[src/rtl/layer_cfg_sequencer.sv]
// Layer configuration sequencer: loads, validates and launches one layer, then returns a response.
// Optional macro LAYER_CYCLE_COUNT_EN enables the run-cycle counter reported in rsp_cycles.
module layer_cfg_sequencer #(
  parameter int NUM_REGS = 8
) (
  input  logic                     clk,
  input  logic                     rst_n,
  input  logic                     cfg_valid,
  output logic                     cfg_ready,
  input  logic [2:0]               cfg_addr,
  input  logic [15:0]              cfg_data,
  input  logic                     cfg_last,
  output logic [NUM_REGS*16-1:0]   cfg_bus,
  output logic                     core_start,
  input  logic                     core_done,
  output logic                     rsp_valid,
  input  logic                     rsp_ready,
  output logic [1:0]               rsp_status,
  output logic [31:0]              rsp_cycles
);

  typedef enum logic [2:0] {
    S_IDLE  = 3'd0,
    S_LOAD  = 3'd1,
    S_CHECK = 3'd2,
    S_RUN   = 3'd3,
    S_RESP  = 3'd4
  } state_t;

  localparam logic [NUM_REGS-1:0] MASK_FULL = {NUM_REGS{1'b1}};

  state_t              r_state;
  state_t              w_next;
  logic [15:0]         r_regs [NUM_REGS];
  logic [NUM_REGS-1:0] r_mask;
  logic [1:0]          r_status;
  logic                r_first;
  logic                w_accept;
  logic                w_illegal;

  assign w_accept = cfg_valid & cfg_ready;

  // Zero-valued geometry fields or a filter larger than the input map are rejected.
  always_comb begin
    w_illegal = (r_regs[3] > r_regs[1]) || (r_regs[4] > r_regs[2]);
    for (int i = 1; i < 8; i++) begin
      if (r_regs[i] == 16'd0) w_illegal = 1'b1;
    end
  end

  always_ff @(posedge clk) begin
    if (!rst_n) r_state <= S_IDLE;
    else        r_state <= w_next;
  end

  always_comb begin
    w_next = r_state;
    case (r_state)
      S_IDLE: begin
        if (w_accept) w_next = cfg_last ? S_CHECK : S_LOAD;
      end
      S_LOAD: begin
        if (w_accept && cfg_last) w_next = S_CHECK;
      end
      S_CHECK: begin
        if (r_mask != MASK_FULL || w_illegal) w_next = S_RESP;
        else                                  w_next = S_RUN;
      end
      S_RUN: begin
        if (!r_first && core_done) w_next = S_RESP;
      end
      S_RESP: begin
        if (rsp_ready) w_next = S_IDLE;
      end
      default: w_next = S_IDLE;
    endcase
  end

  always_comb begin
    cfg_ready  = (r_state == S_IDLE) || (r_state == S_LOAD);
    core_start = (r_state == S_RUN) && r_first;
    rsp_valid  = (r_state == S_RESP);
  end

  always_ff @(posedge clk) begin
    if (!rst_n) begin
      for (int i = 0; i < NUM_REGS; i++) r_regs[i] <= 16'd0;
      r_mask   <= '0;
      r_status <= 2'b00;
      r_first  <= 1'b0;
    end else begin
      if (w_accept) begin
        r_regs[cfg_addr] <= cfg_data;
        r_mask[cfg_addr] <= 1'b1;
      end
      if (r_state == S_RESP && rsp_ready) r_mask <= '0;
      r_first <= (r_state == S_CHECK) && (w_next == S_RUN);
      // Status is settled in CHECK and held unchanged through RUN and RESP.
      if (r_state == S_CHECK) begin
        if (r_mask != MASK_FULL) r_status <= 2'b10;
        else if (w_illegal)      r_status <= 2'b01;
        else                     r_status <= 2'b00;
      end
    end
  end

  for (genvar g = 0; g < NUM_REGS; g++) begin : g_bus
    assign cfg_bus[g*16 +: 16] = r_regs[g];
  end

  assign rsp_status = r_status;

`ifdef LAYER_CYCLE_COUNT_EN
  logic [31:0] r_cycles;

  // Cleared on the word that enters CHECK, so error responses report zero.
  always_ff @(posedge clk) begin
    if (!rst_n) begin
      r_cycles <= 32'd0;
    end else if (w_accept && cfg_last) begin
      r_cycles <= 32'd0;
    end else if (r_state == S_RUN && r_cycles != 32'hFFFF_FFFF) begin
      r_cycles <= r_cycles + 32'd1;
    end
  end

  assign rsp_cycles = r_cycles;
`else
  assign rsp_cycles = 32'd0;
`endif

endmodule

[config.mk]
export PLATFORM = sky130hd
export DESIGN_NAME = layer_cfg_sequencer
export DESIGN_NICKNAME = d
export VERILOG_FILES = /design/src/rtl/layer_cfg_sequencer.sv
export SDC_FILE = /design/constraint.sdc
export NUM_CORES = 1
export LEC_CHECK = 0
export BUFFER_PORTS_ARGS = -buffer_cell sky130_fd_sc_hd__buf_4
export CAP_MARGIN = 25
export CORE_MARGIN = 2
export CORE_UTILIZATION = 28
export DETAILED_ROUTE_END_ITERATION = 10
export PLACE_DENSITY = 0.57
export SYNTH_ARGS = -nofsm -noshare
export SYNTH_HDL_FRONTEND = slang
export SYNTH_SLANG_ARGS = --single-unit
[constraint.sdc]
create_clock -name clk -period 5.8 [get_ports clk]
set_input_delay 0.29 -clock clk [delete_from_list [all_inputs] [get_ports clk]]
set_output_delay 0.29 -clock clk [all_outputs]
set_load 0.01 [all_outputs]
==> impl_metrics.json <==
{
  "outcome": "finished, final reports clean",
  "drc": 0,
  "rr_endpoint": "r_state[2]",
  "final_layout_size_suffix_gt1_frac": 0.281,
  "synth_seq_cells": 142,
  "cts_buffers": 17,
  "dpl_worst_slack_ns": 3.03,
  "vias": 4646,
  "track_usage": 0.163,
  "cts_tree": "built",
  "required_ns": 6.10,
  "synth_ff_type": "edfxtp_1",
  "dieArea_sq_mm": 0.0250,
  "wl_per_cell_um": 19.6,
  "worstSetupEndpointType": "flop",
  "peakVddDrop_v": 0.000191,
  "avgSynthCellArea_sq_um": 12.5,
  "cts.sinks": 142,
  "tightest_slew_ns": 1.09,
  "critPathLaunchType": "flop",
  "antenna_found_initial": 0,
  "fin_crit_sh": 0.478,
  "wirelength_mm": 20.3,
  "grt_pass1_vias": 4605,
  "setup_ws_ns": 3.03,
  "gr-total-overflow": 0,
  "ys_async_sr_fraction": 0,
  "synth_edf_count": 128,
  "synth.cell_area_sq_mm": 0.00666,
  "slew_headroom": 0.271,
  "p_leak_nw": 3.74,
  "die_w_um": 158,
  "hold_class": "input port to flop",
  "cts_hold_buffers": 0,
  "initial_utilization": 0.285,
  "reg2reg_from": "r_regs[1][14]",
  "finalMaxSlewViolations": 0,
  "ff2ff_path_depth": 9,
  "fin_skew_ns": 0.0148,
  "antenna_left": 0,
  "ctsHtreeMaxLevel": 4,
  "root_buffer": "clkbuf_16",
  "hpwl_mm": 14.6,
  "grt_first_pass_wirelength_mm": 28.8,
  "worstSetupPathType": "flop to flop",
  "fin_nets": 755,
  "area_growth_pct": 29.6,
  "power_density_mw_per_mm2": 285,
  "hold_depth": 3,
  "setup_viol": 0,
  "hold_viol": 0,
  "die_y_um": 158,
  "drt_first_pass_iters": 4,
  "place.gp.congestion": 0.830,
  "yosysUniqueCellTypes": 43,
  "ios": 190,
  "rows": 56,
  "grt_max_degree": 63,
  "min_to": "r_state[2]",
  "max-clock-path-buffers": 2,
  "crit_arrival_ns": 3.07,
  "min_from": "rsp_ready",
  "clkTransAtPathRegs_ns": 0.06,
  "yosysSeqAreaShare": 0.619,
  "cts_resized": 0,
  "setup_tns_ns": 0,
  "vias_per_cell": 4.51,
  "r2r_setup_slack_ns": 3.03,
  "fmax_mhz": 361,
  "clock_latency_ns": 0.42,
  "syn-instance-count": 533,
  "fillCellCount": 2321,
  "cts_setup_buffers": 0,
  "portBuffers": 157,
  "rsz0062_at_grt": "false",
  "drv_cap": 0,
  "coreArea_sq_mm": 0.0234,
  "cp_max_fo": 3,
  "drt-initial-drc-count": 287,
  "fin_crit_ns": 2.77,
  "ys.warnings.count": 0
}
==> cells in the mapped netlist, types with 2 or more instances <==
cell type    n  share of area
o21a_1       8         0.0090
ha_1        32          0.060
a21oi_1     11         0.0083
nand2_1      9         0.0051
nor2_1      15         0.0085
inv_1       33          0.019
o31ai_1      2         0.0023
o21ai_0     12         0.0090
nor3b_1      2         0.0023
a21o_1       2         0.0023
nand4_1     17          0.016
dfxtp_1     14          0.042
edfxtp_1   128           0.58
nor3_1       2         0.0015
nand3b_1     2         0.0023
a31oi_1      3         0.0028
and3_1      48          0.045
o211ai_1     2         0.0023
buf_4       32          0.036
nand2b_1     5         0.0047
nor4_1      30          0.028
nand3_1      7         0.0053
nor2b_1      3         0.0028
clkbuf_1    13         0.0073
and2_1      82          0.077
a21boi_1     2         0.0023
==> routing by layer <==
metal / part of all wire / global-route usage / routed length (um) / vias up
met5: 0 / 0 / 0 / -
met4: 0.0092 / 0.0541 / 187 / 0
met3: 0.069 / 0.0547 / 1400 / 10
met2: 0.48 / 0.263 / 9760 / 150
met1: 0.44 / 0.206 / 8920 / 2254
li1: - / - / - / 2232
==> metrics by stage <==
stage	cell area (sq um)	power, mW	instances	utilization	hold WS, ns
finish	8630	2.46	1031	0.369	0.171
global route	8630	2.54	1030	0.369	0.166
CTS	8630	2.48	1030	0.369	0.150
detailed placement	8100	1.49	998	0.346	0.453
global placement	8100	1.49	998	0.346	0.448
floorplan	6780	1.35	564	-	0.440
==> registers in the layout (all words and copies together), names as in the netlist <==
signal      count
r_first         1
r_mask          8
r_regs        128
r_state         3
rsp_status      2
==> final cells by class <==
type                            instances  area [sq um]  share of cell area
Timing Repair Buffer                  161          1210               0.140
Tap cell                              319           399              0.0462
Multi-Input combinational cell        343          2240               0.260
Clock buffer                           19           433              0.0502
Inverter                               33           124              0.0143
Antenna cell                            1          2.50            0.000290
Clock inverter                         13           100              0.0116
Sequential cell                       142          4120               0.478
==> logic make-up (layout without fill, tap and decap cells) <==
family | after synthesis | in the layout | share of synthesized area
AOI/OAI and AO/OA | 48 | 48 | 0.0457
adders and majority gates | 32 | 32 | 0.0601
buffers and inverters | 79 | 226 | 0.0628
DFF | 142 | 142 | 0.619
other | 1 | 33 | 0.000563
and+or+nand+nor | 231 | 231 | 0.212
==> layout by cell type, fill, tap and decap left out, drive strengths merged, types with 4 or more instances in the layout <==
cell type / n
nand3: 7
clkinv: 7
and3: 48
o21ai: 12
conb: 32
nor2: 16
nand4: 17
o21a: 8
ha: 32
clkbuf: 19
clkinvlp: 5
dfxtp: 14
nor3: 4
nand2b: 7
nor4: 30
and2: 83
nand2: 9
inv: 33
a21oi: 12
edfxtp: 128
buf: 161
==> how the worst max path moves through the flow <==
stage          cells past startpoint  slack [ns]      endpoint          start
6_report                           9        3.03    r_state[2]  r_regs[1][14]
5_1_grt                            8        2.94    r_state[2]  r_regs[3][14]
3_5_place_dp                       8        3.03    r_state[2]  r_regs[3][14]
3_3_place_gp                       8        3.08    r_state[2]  r_regs[3][14]
2_1_floorplan                      4        3.26  r_regs[4][0]     r_state[2]
4_1_cts                            8        3.03    r_state[2]  r_regs[3][14]
==> critical path, stage by stage, from the launching register on <==
cell	delay, ns
edfxtp_1	0.41
inv_1	0.06
ha_1	0.33
nand4_1	0.18
nor2_1	0.07
a221o_1	0.31
o31ai_1	0.50
o2111ai_1	0.41
o21ai_0	0.28
a31oi_1	0.10
==> power breakdown <==
group	total [mW]	switching, mW	internal [mW]
Clock	0.996	0.414	0.581
Sequential	1.20	0.0384	1.17
Combinational	0.258	0.155	0.103
Total	2.46	0.608	1.85
(Power assumes the default switching activity.)
